--- src/rtl/time_set_ctrl_if.sv ---
// Button/strobe bundle between the debounce stage, the set controller and
// the time/date counter chain. The controller sits on the slave side:
// it consumes button levels and the mode gate, and produces strobes and status.
interface time_set_ctrl_if;
    logic [5:0] btn;
    logic       set_en;
    logic [5:0] inc_pulse;
    logic [2:0] grant_idx;
    logic       busy;

    modport master (
        output btn,
        output set_en,
        input  inc_pulse,
        input  grant_idx,
        input  busy
    );

    modport slave (
        input  btn,
        input  set_en,
        output inc_pulse,
        output grant_idx,
        output busy
    );
endinterface

--- src/rtl/time_set_ctrl.sv ---
// time_set_ctrl
// Turns debounced set buttons (min, hrs, day, mon, year, cen) into one-hot,
// single-cycle increment strobes for the clock/calendar counters. Only one
// button owns the controller at a time: the lowest-index rising button wins,
// and every other button is ignored until all buttons have been released.
//
// Optional feature macro: TIME_SET_AUTO_REPEAT_EN
//   defined   - press-and-hold auto-repeat (first repeat after HOLD_CYC,
//               then every REP_CYC cycles)
//   undefined - exactly one strobe per press, no hold counter
module time_set_ctrl #(
    parameter int HOLD_CYC = 25_000_000,
    parameter int REP_CYC  = 5_000_000
) (
    input  logic           clk_50MHz,
    input  logic           rst,
    time_set_ctrl_if.slave bus
);

    // Strobes must never land on consecutive cycles, which needs periods of 2+.
    if (HOLD_CYC < 2 || REP_CYC < 2) begin : gBadCfg
        $error("time_set_ctrl: HOLD_CYC and REP_CYC must both be at least 2");
    end

`ifdef TIME_SET_AUTO_REPEAT_EN
    // The counter is shared by the hold and repeat phases, so size it for the larger.
    localparam int MAX_CYC = (HOLD_CYC > REP_CYC) ? HOLD_CYC : REP_CYC;
    localparam int CW      = $clog2(MAX_CYC + 1);
    localparam logic [CW-1:0] HOLD_TC = CW'(HOLD_CYC - 1);
    localparam logic [CW-1:0] REP_TC  = CW'(REP_CYC - 1);

    typedef enum logic [1:0] {
        IDLE     = 2'd0,
        HOLD     = 2'd1,
        REPEAT   = 2'd2,
        WAIT_REL = 2'd3
    } state_t;

    logic [CW-1:0] cnt_q, cnt_d;
`else
    typedef enum logic [0:0] {
        IDLE     = 1'b0,
        WAIT_REL = 1'b1
    } state_t;
`endif

    state_t     state_q, state_d;
    logic [5:0] btn_q;
    logic [5:0] pulse_q, pulse_d;
    logic [2:0] grant_q, grant_d;

    logic [5:0] rise;
    logic       riseAny;
    logic [2:0] riseIdx;
    logic       grantBtn;

    // Edge detect against the previous sample and pick the lowest-index rising button.
    always_comb begin
        rise    = bus.btn & ~btn_q;
        riseAny = |rise;
        riseIdx = 3'd0;
        for (int i = 5; i >= 0; i--) begin
            if (rise[i]) begin
                riseIdx = 3'(i);
            end
        end
        grantBtn = bus.btn[grant_q];
    end

    // Next-state, grant, strobe and hold-counter decisions.
    always_comb begin
        state_d = state_q;
        grant_d = grant_q;
        pulse_d = 6'b000000;
`ifdef TIME_SET_AUTO_REPEAT_EN
        cnt_d   = cnt_q;
`endif
        case (state_q)
            IDLE: begin
                if (bus.set_en && riseAny) begin
                    grant_d = riseIdx;
                    pulse_d = 6'b000001 << riseIdx;
`ifdef TIME_SET_AUTO_REPEAT_EN
                    state_d = HOLD;
                    cnt_d   = '0;
`else
                    state_d = WAIT_REL;
`endif
                end
            end
`ifdef TIME_SET_AUTO_REPEAT_EN
            HOLD: begin
                if (!bus.set_en || !grantBtn) begin
                    state_d = WAIT_REL;
                end else if (cnt_q == HOLD_TC) begin
                    pulse_d = 6'b000001 << grant_q;
                    cnt_d   = '0;
                    state_d = REPEAT;
                end else begin
                    cnt_d = cnt_q + 1'b1;
                end
            end
            REPEAT: begin
                if (!bus.set_en || !grantBtn) begin
                    state_d = WAIT_REL;
                end else if (cnt_q == REP_TC) begin
                    pulse_d = 6'b000001 << grant_q;
                    cnt_d   = '0;
                end else begin
                    cnt_d = cnt_q + 1'b1;
                end
            end
`endif
            WAIT_REL: begin
                if (bus.btn == 6'b000000) begin
                    state_d = IDLE;
`ifdef TIME_SET_AUTO_REPEAT_EN
                    cnt_d   = '0;
`endif
                end
            end
            default: begin
                state_d = IDLE;
            end
        endcase
    end

    // State, grant, strobe and button-history registers; btn_q resets high so
    // a button already held at reset release never looks like a fresh press.
    always_ff @(posedge clk_50MHz or posedge rst) begin
        if (rst) begin
            state_q <= IDLE;
            grant_q <= 3'd0;
            pulse_q <= 6'b000000;
            btn_q   <= 6'b111111;
`ifdef TIME_SET_AUTO_REPEAT_EN
            cnt_q   <= '0;
`endif
        end else begin
            state_q <= state_d;
            grant_q <= grant_d;
            pulse_q <= pulse_d;
            btn_q   <= bus.btn;
`ifdef TIME_SET_AUTO_REPEAT_EN
            cnt_q   <= cnt_d;
`endif
        end
    end

    assign bus.inc_pulse = pulse_q;
    assign bus.grant_idx = grant_q;
    assign bus.busy      = (state_q != IDLE);

endmodule

--- src/flat_wrapper.sv ---
// flat-port wrapper written by rule: the top's interface ports become plain ports
module time_set_ctrl_flat 
#(
    parameter int HOLD_CYC = 25_000_000,
    parameter int REP_CYC  = 5_000_000
)
  (clk_50MHz, rst, bus_btn, bus_set_en, bus_inc_pulse, bus_grant_idx, bus_busy);
  time_set_ctrl_if bus_i ();
  input  logic clk_50MHz;
  input  logic rst;
  input wire logic [$bits(bus_i.btn)-1:0] bus_btn;
  input wire logic [$bits(bus_i.set_en)-1:0] bus_set_en;
  output wire logic [$bits(bus_i.inc_pulse)-1:0] bus_inc_pulse;
  output wire logic [$bits(bus_i.grant_idx)-1:0] bus_grant_idx;
  output wire logic [$bits(bus_i.busy)-1:0] bus_busy;
  assign bus_i.btn = bus_btn;
  assign bus_i.set_en = bus_set_en;
  assign bus_inc_pulse = bus_i.inc_pulse;
  assign bus_grant_idx = bus_i.grant_idx;
  assign bus_busy = bus_i.busy;
  time_set_ctrl #(.HOLD_CYC(HOLD_CYC), .REP_CYC(REP_CYC)) u_core (.clk_50MHz(clk_50MHz), .rst(rst), .bus(bus_i));
endmodule
--- config.mk ---
export PLATFORM = sky130hd
export DESIGN_NAME = time_set_ctrl_flat
export DESIGN_NICKNAME = d
export VERILOG_FILES = /design/src/rtl/time_set_ctrl_if.sv /design/src/rtl/time_set_ctrl.sv /design/src/flat_wrapper.sv
export SDC_FILE = /design/constraint.sdc
export NUM_CORES = 1
export LEC_CHECK = 0
export BUFFER_PORTS_ARGS = -buffer_cell sky130_fd_sc_hd__buf_4
export CORE_MARGIN = 2
export CORE_UTILIZATION = 51
export CTS_CLUSTER_DIAMETER = 30
export DETAILED_ROUTE_END_ITERATION = 10
export PLACE_DENSITY = 0.81
export SLEW_MARGIN = 20
export SYNTH_ARGS = -nofsm -noshare
export SYNTH_HDL_FRONTEND = slang
export SYNTH_SLANG_ARGS = --single-unit
--- constraint.sdc ---
create_clock -name clk_50MHz -period 3.2 [get_ports clk_50MHz]
set_input_delay 0 -clock clk_50MHz [delete_from_list [all_inputs] [get_ports clk_50MHz]]
set_output_delay 0 -clock clk_50MHz [all_outputs]
set_load 0.005 [all_outputs]
Word-level counts from Yosys, hierarchy flattened
Cells that the tools add are included.

Memories kept: 0. Logic and storage cells: 23. ROM bits: 0. Bits in latches: 0. Register bits: 16. Memory bits (writable): 0.

Equality and inequality tests: 0. $mul: 0. Bitwise logic cells: 3. Reductions and logical operators: 4. Mux-type cells: 11. Shift-type cells: 1. $add $sub $neg: 0. Div/mod/pow operators: 0. Magnitude comparators: 0.

Operator list (number): 3-bit 2-to-1 mux (6); 6-bit 2-to-1 mux (2); 6-bit bitwise AND (1); 6-bit logical NOT (1); 6-bit inverter (1); 6-bit OR reduction (1); 1-bit by 3-bit left shift with 6-bit output, first input constant (1); 1-bit 2-to-1 mux (2); 1-bit case mux with 2 select lines (1); 2-bit AND reduction (1); 1-bit logical AND (1); 1-bit inverter (1).

Logic depth before layout (Yosys ltp)
Gate-level depths: netlist of run 1.

Word-level depth: 11. Depth in mapped cells: 4. Mapped depth without buffers: 4.

Worst setup path before layout of run 1
OpenSTA, ideal clock, no wires.

Path kind: flip-flop to flip-flop. Start point: register u_core.btn_q[3]. End point: register u_core.grant_q[0], in the netlist u_core.bus.grant_idx[0]. Arrival: 1.234 ns. Path slack: 1.841 ns. Cell stages (with the launch flop): 5. Period minus slack after synthesis: 1.359 ns. Data required time: 3.075 ns. Cell sequence: dfstp_2 -> nand2b_4 -> and4_4 -> a31oi_4 -> mux2_4.

Word-level cells in the longest chain between the ends: 6.

RTL lines: start, declared (RTL line time_set_ctrl.sv:48) `logic [5:0] btn_q;`; start signal, assigned (RTL line time_set_ctrl.sv:143) `btn_q <= bus.btn;`; 6-bit inverter * (RTL line time_set_ctrl.sv:59) `rise = bus.btn & ~btn_q;`; 6-bit bitwise AND * (RTL line time_set_ctrl.sv:59); 3-bit 2-to-1 mux (4 in series) (RTL line time_set_ctrl.sv:63) `if (rise[i]) begin`; end signal, assigned (RTL line time_set_ctrl.sv:141) `grant_q <= grant_d;`; end, declared (RTL line time_set_ctrl.sv:50) `logic [2:0] grant_q, grant_d;`.

Every way passes the cells marked *; elsewhere a longest branch is shown, timed or not. A chain may end at the register's enable or synchronous reset.

Worst setup path in the final report of run 1
Start point: register u_core.btn_q[2]. End point: register u_core.grant_q[0], in the netlist u_core.bus.grant_idx[0].

Word-level cells in the longest chain between the ends: 5.

RTL lines (RTL line): 6-bit inverter * (time_set_ctrl.sv:59); 6-bit bitwise AND * (time_set_ctrl.sv:59); 6-bit OR reduction / 3-bit 2-to-1 mux (equally long branches) (time_set_ctrl.sv:60, time_set_ctrl.sv:63); 1-bit logical AND / 3-bit 2-to-1 mux (equally long branches) (time_set_ctrl.sv:80, time_set_ctrl.sv:63); 2-bit AND reduction (no source line) / 3-bit 2-to-1 mux (equally long branches).

Marked as above.

==> impl_metrics.csv, run 1 <==
group,metric,value,unit
die,start_util,57.4,%
timing,slew_viol_final,0,
logic_synthesis,synth-simple-area-share,23.8,%
logic_synthesis,async_flop_share,100,%
logic_synthesis,syn-num-nets,59,
route,drtIter0Drc,8,
logic_synthesis,synth.avg_cell_area,13.3,um^2
route,drt_wl_total,1.32,mm
logic_synthesis,synth.mux.area_fraction,2.26,%
global_routing,antenna_found_initial,0,
layout,layout-drive-gt1-share,49.4,%
timing,post-route-min-period,1.45,ns
clock_network,post_cts_buffers,0,
die,io_pins,19,
logic_synthesis,yosysSeqAreaShare,61.5,%
clock_network,cts_tree,"done",
critical_path,r2r_cells,4,
power,pwr-share-clk,25.9,%
clock_network,ctsLongestPathBuffers,2,
global_routing,grt-ovfl-total,0,
critical_path,timing.rr.start,"u_core.btn_q[2]",
logic_synthesis,synth_top_cell_by_area,"dfrtp_1",
critical_path,path_class,"reg2reg",
die,die_h,40.1,um
timing,rsz0062_at_grt,"no",
hold_path,hold_class,"in2reg",
power,cell_internal_pwr,0.385,mW
logic_synthesis,synth_top_area_share,37.7,%
run_status,status,"finished, final reports clean",
timing,worstMarginPinSlew,0.555,ns
power,swShare,26.3,%
logic_synthesis,synth_top_family_by_area,"simple AND/OR/NAND/NOR gates",
logic_synthesis,synth_compound_area_share,11.3,%
hold_path,worst_hold_path.endpoint,"u_core.bus.inc_pulse[0]",
timing,slew-limit-headroom,62.9,%
layout,final-seq-area,408,um^2
timing,hold_viol_final,0,
placed_design,io_buffers,18,
critical_path,crit_arrival,1.63,ns
clock_network,clock-sinks,16,
clock_network,numCtsBuffers,3,
logic_synthesis,synth_top_cells_by_area,"dfrtp_1 38%, dfstp_2 24%, nand2b_4 8.3%",
critical_path,regToRegSetupSlack,1.75,ns
layout,nets,89,
global_routing,grt_max_degree,17,
power,pwr-share-seq,48.3,%
timing,max_freq,691,MHz
global_routing,first_global_vias,510,
timing,setup_viol,0,
global_routing,grt_pass1_wl,2.15,mm
critical_path,start_kind,"register",
critical_path,cp-startpoint,"u_core.btn_q[2]",
route,firstDrtPassIters,3,
logic_synthesis,synthTopCellsByCount,"10 x dfrtp_1, 6 x dfstp_2, 6 x nor2_1",
die,die-area,0.00160,mm^2
critical_path,r2r_end,"u_core.bus.grant_idx[0]",
timing,worst_clock_skew,0.00375,ns
placed_design,place.gp.congestion,0.781,
clock_network,cts.htree.levels,1,
route,num_vias,479,
logic_synthesis,ys_ff_latch,16,
critical_path,cp.required,3.38,ns
critical_path,crit_fanout,3,
power,power_switching,0.138,mW
power,ir_worst_vdd,0.395,mV
logic_synthesis,synth-xor-area-share,0,%
critical_path,crit_path_end_kind,"register",
clock_network,clk-insertion-delay-late,0.29,ns
run,drv_cap,0,
power,p_leak,0.439,nW
die,rows,12,
route,ant_nets,0,
logic_synthesis,synth_edf_count,0,
logic_synthesis,synthesis.area,663,um^2
route,vias_per_cell,5.15,
timing,finalCritPeriodShare,45.2,%
route,post_drt_wl_per_cell,14.2,um
timing,whs,0.0364,ns
logic_synthesis,yosys_warnings,0,
layout,fillCellCount,70,
hold_path,hold_start,"bus_set_en",
global_routing,grt.total_usage,22.2,%
timing,setup_tns,0,ns
logic_synthesis,syn_inst,50,
logic_synthesis,synth.most_common_cell,"dfrtp_1",
layout,diodes,0,
clock_network,cts_root_buffer,"clkbuf_4",
hold_path,hold_depth,3,
power,power_frac_comb,25.8,%
placed_design,hpwl,904,um
die,coreArea,0.00116,mm^2
power,power_density,567,mW/mm^2
logic_synthesis,ys_types,22,
logic_synthesis,synth_adder_area_share,0,%
die,die_w,40.1,um
clock_network,clk_pin_slew,0.09,ns
layout,syn_to_final_growth,39.1,%
logic_synthesis,ys.flop_type,"dfrtp_1",
route,drc,0,
layout,multi_input_area,248,um^2
placed cells by master, fill, tap and decap left out, types with 2 or more instances in the layout:
cell type	count
nand2b_4	4
nand2b_2	2
and2b_1	2
buf_4	18
dlygate4sd3_1	7
dfrtp_1	10
dfstp_2	6
nor2_1	6
nand2_1	3
inv_1	2
o21ai_0	2
clkbuf_4	3
routing by layer:
layer | track usage, % | part of all wire (%) | vias to the layer above | wire length (um)
li1 | - | - | 227 | -
met1 | 22.2 | 38 | 230 | 495
met2 | 39.9 | 55 | 19 | 732
met3 | 5.00 | 5.1 | 3 | 67
met4 | 15.5 | 1.8 | 0 | 24
met5 | 0 | 0 | - | 0
through the flow:
step                worst slack (ns)  util, %  cell area (um^2)  std cells  power [mW]
finish                          1.75     79.8               922         93       0.523
global route                    1.70     79.8               922         93       0.546
CTS                             1.75     79.8               922         93       0.522
detailed placement              1.77     70.6               816         82       0.384
global placement                1.82     70.6               816         82       0.378
floorplan                       1.84        -               663         50       0.317
logic make-up after synthesis:
family / count (synthesis)
compound gates: 9
buf+inv: 2
mux: 1
flops: 16
simple gates: 22
sequential cells by signal, summed over array words and instances (netlist names):
signal and flops:
u_core.btn_q 6, u_core.bus.inc_pulse 6, u_core.bus.grant_idx 3, u_core.bus.busy 1
worst max-delay path by stage:
stage	to	slack (ns)	cells after the start
2_1_floorplan	u_core.bus.grant_idx[0]	1.84	4
3_3_place_gp	u_core.bus.grant_idx[0]	1.82	4
3_5_place_dp	u_core.bus.grant_idx[0]	1.77	4
4_1_cts	u_core.bus.grant_idx[0]	1.75	4
5_1_grt	u_core.bus.grant_idx[0]	1.70	4
6_report	u_core.bus.grant_idx[0]	1.75	4
worst max-delay path, stage by stage, from the launching register on:
cell	delay, ns
dfstp_2	0.54
nand2b_1	0.12
and4_4	0.26
a31oi_4	0.11
mux2_4	0.31
power by group through the flow:
| stage | registers, mW | logic [mW] | clock network (mW) |
|---|---|---|---|
| after floorplan | 0.255 | 0.0622 | 0 |
| after global placement | 0.253 | 0.125 | 0 |
| after detailed placement | 0.255 | 0.129 | 0 |
| after CTS | 0.251 | 0.135 | 0.135 |
| after global routing | 0.255 | 0.146 | 0.144 |
| final | 0.252 | 0.135 | 0.136 |
layout make-up:
class,count,share of cell area (%)
Timing Repair Buffer,25,22.3
Sequential cell,16,44.2
Inverter,2,0.814
Tap cell,14,1.90
Multi-Input combinational cell,32,26.9
Clock buffer,4,3.93
what timing repair did:
action / 4_1_cts / 5_1_grt
hold endpoints to repair: 18 / 0
resized for setup: 0 / 0
hold buffers: 7 / 0
(Power assumes the default switching activity.)
==> run 2: changes to the inputs <==
- CORE_UTILIZATION: 51 -> 43
- PLACE_DENSITY: 0.81 -> 0.73
- clock period: 3.2 -> 1.16 ns (I/O delays scaled with it)
==> impl_metrics.csv, run 2 (same netlist as run 1, synthesis figures left out) <==
group,metric,value,unit
run_status,status,"finished, violations left",
run_status,violations,"setup timing",
route,ant_nets,0,
global_routing,grt.total_usage,17.9,%
layout,diodes,0,
power,ir_worst_vdd,0.836,mV
timing,hold_viol_final,0,
layout,syn_to_final_growth,53.4,%
placed_design,io_buffers,18,
power,power_density,1410,mW/mm^2
critical_path,crit_arrival,1.58,ns
global_routing,first_global_vias,509,
route,vias_per_cell,4.91,
critical_path,crit_chain,"nand2b_4 > and4_4 > a31oi_4 > mux2_4",
critical_path,crit_path_end_kind,"register",
clock_network,cts_root_buffer,"clkbuf_4",
die,die_w,43.3,um
run,drv_cap,0,
critical_path,start_kind,"register",
timing,worst_clock_skew,0.00233,ns
critical_path,cp.required,1.34,ns
die,rows,14,
clock_network,clk_pin_slew,0.08,ns
timing,post-route-min-period,1.40,ns
layout,stdcell_area,0.00102,mm^2
layout,fillCellCount,115,
critical_path,max_stage_delay,0.53,ns
clock_network,clk-insertion-delay-late,0.29,ns
layout,layout_common_cells,"27 x buf_4, 10 x dfrtp_1, 7 x dlygate4sd3_1, 6 x dfstp_2, 5 x nand2b_4",
power,p_leak,0.491,nW
critical_path,endpoint,"u_core.bus.grant_idx[0]",
timing,finalCritPeriodShare,121,%
clock_network,clock-sinks,16,
critical_path,cp-startpoint,"u_core.btn_q[3]",
route,drtIter0Drc,2,
timing,max_freq,713,MHz
clock_network,cts_tree,"done",
critical_path,path_class,"reg2reg",
hold_path,hold_class,"in2reg",
timing,slew-limit-headroom,62.9,%
route,post_drt_wl_per_cell,14.1,um
timing,worstMarginPinSlew,0.555,ns
route,drt_wl_total,1.45,mm
placed_design,place.gp.congestion,0.766,
global_routing,grt_pass1_wl,2.30,mm
global_routing,grt_max_degree,17,
die,io_pins,19,
critical_path,r2r_cells,4,
critical_path,crit_fanout,3,
timing,slew_viol_final,0,
global_routing,antenna_found_initial,0,
route,drc,0,
global_routing,grt-ovfl-total,0,
route,firstDrtPassIters,2,
critical_path,path_depth,4,
timing,rsz0062_at_grt,"yes",
placed_design,hpwl,887,um
die,start_util,45.1,%
critical_path,r2r_end,"u_core.bus.grant_idx[0]",
clock_network,cts.htree.levels,1,
placed_design,place_area,863,um^2
route,num_vias,506,
critical_path,cp_slowest_cell,"dfstp_2",
timing,setup_viol,8,
critical_path,cp_top_family,"flip-flops",
critical_path,path_buf_inv,0,
layout,mostFrequentLayoutCell,"buf_4",
critical_path,timing.rr.start,"u_core.btn_q[3]",
clock_network,ctsLongestPathBuffers,2,
clock_network,numCtsBuffers,3,
critical_path,regToRegSetupSlack,-0.24,ns
die,die-area,0.00187,mm^2
die,coreArea,0.00147,mm^2
timing,layout_setup_ws,-0.243,ns
placed_design,dp_slack,-0.238,ns
layout,layout-drive-gt1-share,63.2,%
die,die_h,43.3,um
layout,nets,98,
[run 2: cell count changes in the layout (fill, tap and decap cells not counted), sizes merged]
cell	before	now
clkbuf	4	3
buf	18	27
[run 2: stage by stage]
stage	cells	setup TNS (ns)	hold WS, ns	util (%)	power (mW)
3_3_place_gp	90	-0.891	0.0862	58.7	1.10
4_1_cts	102	-0.985	0.0788	67.2	1.41
5_1_grt	103	-1.39	0.0717	69.1	1.52
2_1_floorplan	50	-0.438	-0.0906	-	0.875
3_5_place_dp	90	-0.890	0.0910	58.7	1.10
6_report	103	-0.922	0.0797	69.1	1.43
[run 2: power by group]
part | internal [mW] | total, mW | switching, mW | leakage, nW
sequential | 0.648 | 0.689 | 0.0407 | 0.194
combinational | 0.285 | 0.464 | 0.179 | 0.283
clock | 0.121 | 0.279 | 0.158 | 0.0138
[run 2: worst register-to-register path, cell delays in order (launching register included)]
cell      delay [ns]
dfstp_2         0.53
nand2b_4        0.12
and4_4          0.25
a31oi_4         0.09
mux2_4          0.30
[run 2: how the worst min path moves through the flow]
stage	start	cells after the start	slack (ns)	endpoint
2_1_floorplan	rst	1	-0.09	u_core.bus.busy
3_3_place_gp	rst	2	0.09	u_core.bus.inc_pulse[0]
3_5_place_dp	rst	2	0.09	u_core.bus.inc_pulse[0]
4_1_cts	bus_btn[0]	3	0.08	u_core.bus.inc_pulse[1]
5_1_grt	bus_btn[1]	4	0.07	u_core.bus.inc_pulse[1]
6_report	bus_btn[3]	4	0.08	u_core.bus.busy
[run 2: layer usage]
| layer | up-vias | track usage, % | wire, um |
|---|---|---|---|
| li1 | 243 | - | - |
| met1 | 241 | 20.3 | 532 |
| met2 | 17 | 29.6 | 807 |
| met3 | 5 | 5.11 | 78 |
| met4 | 0 | 10.3 | 31 |
| met5 | - | 0 | 0 |
[run 2: what timing repair did]
| action | 4_1_cts | 5_1_grt |
|---|---|---|
| pin swaps | 2 | 5 |
| hold buffers | 7 | 0 |
| resized for setup | 3 | 8 |
| buffers inserted | 2 | 2 |
| endpoints found under the setup margin | 8 | 8 |
| endpoints found under the hold margin | 16 | 0 |
[run 2: final cells by class]
class	count	area [um^2]	area share (%)
sequential	16	408	40.1
timing repair buffer	34	273	26.8
clock buffer	3	22.5	2.21
multi-input combinational	32	287	28.2
tap	16	20.0	1.97
inverter	2	7.51	0.738
==> run 3: changes to the inputs <==
- CORE_MARGIN: 2 -> 1
- CORE_UTILIZATION: 43 -> 51
- PLACE_DENSITY: 0.73 -> 0.87
- clock period: 1.16 -> 1.7 ns (I/O delays scaled with it)
==> impl_metrics.csv, run 3 (same netlist as run 1, synthesis figures left out) <==
group,metric,value,unit
run_status,status,"finished, final reports clean",
timing,finalCritPeriodShare,83.2,%
clock_network,post_cts_buffers,0,
power,pwr-share-clk,21.9,%
layout,nets,89,
power,cell_internal_pwr,0.686,mW
timing,rsz0062_at_grt,"no",
clock_network,clock-sinks,16,
timing,max_freq,707,MHz
layout,layout-drive-gt1-share,48.1,%
route,vias_per_cell,5.34,
power,finalPower,0.935,mW
layout,stdcell_area,912,um^2
global_routing,grt_max_degree,17,
die,coreArea,0.00116,mm^2
power,power_density,1030,mW/mm^2
placed_design,dp_slack,0.276,ns
critical_path,crit_fanout,3,
global_routing,grt-ovfl-total,0,
layout,diodes,0,
timing,hold_viol_final,0,
hold_path,hold_depth,3,
power,power_switching,0.249,mW
clock_network,cts.htree.levels,1,
route,drtIter0Drc,4,
critical_path,cp.required,1.94,ns
power,power_frac_comb,27.1,%
run,drv_cap,0,
critical_path,path_buf_inv,0,
die,start_util,57.4,%
die,die-area,0.00145,mm^2
layout,fin_cells,93,
die,die_h,38.1,um
die,die_w,38.1,um
placed_design,place.gp.congestion,0.804,
clock_network,numCtsBuffers,3,
global_routing,antenna_found_initial,0,
critical_path,cp_top_family,"flip-flops",
global_routing,first_global_vias,460,
route,firstDrtPassIters,5,
critical_path,path_class,"reg2reg",
timing,worst_clock_skew,0.00996,ns
clock_network,clk_pin_slew,0.09,ns
power,ir_worst_vdd,0.798,mV
die,rows,12,
critical_path,max_stage_delay,0.53,ns
route,post_drt_wl_per_cell,13.9,um
route,drc,0,
global_routing,grt.total_usage,21.4,%
timing,slew_viol_final,0,
timing,setup_tns,0,ns
placed_design,io_buffers,18,
clock_network,postCtsHoldBufs,7,
timing,setup_viol,0,
die,io_pins,19,
timing,slew-limit-headroom,62.0,%
layout,layout_common_cells,"18 x buf_4, 10 x dfrtp_1, 7 x dlygate4sd3_1, 6 x nor2_1, 6 x dfstp_2",
critical_path,path_depth,4,
critical_path,cp_slowest_cell,"dfstp_2",
clock_network,cts_root_buffer,"clkbuf_4",
route,drt_wl_total,1.29,mm
power,pwr-share-seq,51.0,%
layout,fin_util,78.9,%
power,swShare,26.7,%
layout,mostFrequentLayoutCell,"buf_4",
timing,whs,0.0605,ns
placed_design,place_area,816,um^2
clock_network,clk-insertion-delay-late,0.29,ns
route,ant_nets,0,
timing,post-route-min-period,1.41,ns
timing,layout_setup_ws,0.286,ns
clock_network,cts.repair.resized,0,
global_routing,grt_pass1_wl,1.94,mm
route,num_vias,497,
critical_path,start_kind,"register",
timing,worstMarginPinSlew,0.570,ns
power,p_leak,0.433,nW
clock_network,cts_tree,"done",
placed_design,numPlacedInstances,82,
hold_path,hold_class,"in2reg",
layout,syn_to_final_growth,37.5,%
critical_path,crit_chain,"and2b_1 > nor3b_1 > o21a_1 > mux2_4",
critical_path,r2r_cells,4,
critical_path,crit_path_end_kind,"register",
clock_network,ctsLongestPathBuffers,2,
critical_path,crit_arrival,1.65,ns
[run 3: changes by cell type in the layout (fill, tap and decap cells not counted), sizes merged]
cell	before	now
clkbuf	3	4
buf	27	18
[run 3: layout make-up]
type                            instances  area [um^2]
Fill cell                              65          244
Clock buffer                            4         26.3
Timing Repair Buffer                   25          205
Inverter                                2         7.51
Multi-Input combinational cell         32          248
Tap cell                               14         17.5
Sequential cell                        16          408
[run 3: final timing paths]
| path | from | slack, ns | to |
|---|---|---|---|
| max in group asynchronous | rst | 1.00 | u_core.btn_q[3] |
| min in group asynchronous | rst | 0.31 | u_core.bus.inc_pulse[5] |
| worst max register to register | u_core.btn_q[2] | 0.29 | u_core.bus.grant_idx[0] |
| worst min register to register | u_core.bus.grant_idx[0] | 0.53 | u_core.bus.grant_idx[0] |
| worst min-delay path | bus_set_en | 0.06 | u_core.bus.inc_pulse[0] |
| worst max-delay path | u_core.btn_q[2] | 0.29 | u_core.bus.grant_idx[0] |
[run 3: power by group through the flow]
stage	combinational (mW)	sequential (mW)	clock, mW
final	0.253	0.477	0.205
after global routing	0.275	0.483	0.228
after CTS	0.256	0.476	0.205
after detailed placement	0.243	0.483	0
after global placement	0.232	0.477	0
after floorplan	0.117	0.480	0
[run 3: worst reg2reg max path, delay by kind of cell (launching register included)]
kind | cells | cell delay [ns]
flip-flops | 1 | 0.53
AND/OR/NAND/NOR | 2 | 0.49
AO/OA/AOI/OAI | 1 | 0.20
multiplexers | 1 | 0.15
[run 3: layer usage]
layer / global-route usage (%) / up-vias / share of wire [%]
li1: - / 227 / -
met1: 20.3 / 239 / 38
met2: 39.8 / 27 / 54
met3: 5.81 / 4 / 5.5
met4: 12.5 / 0 / 2.5
met5: 0 / - / 0
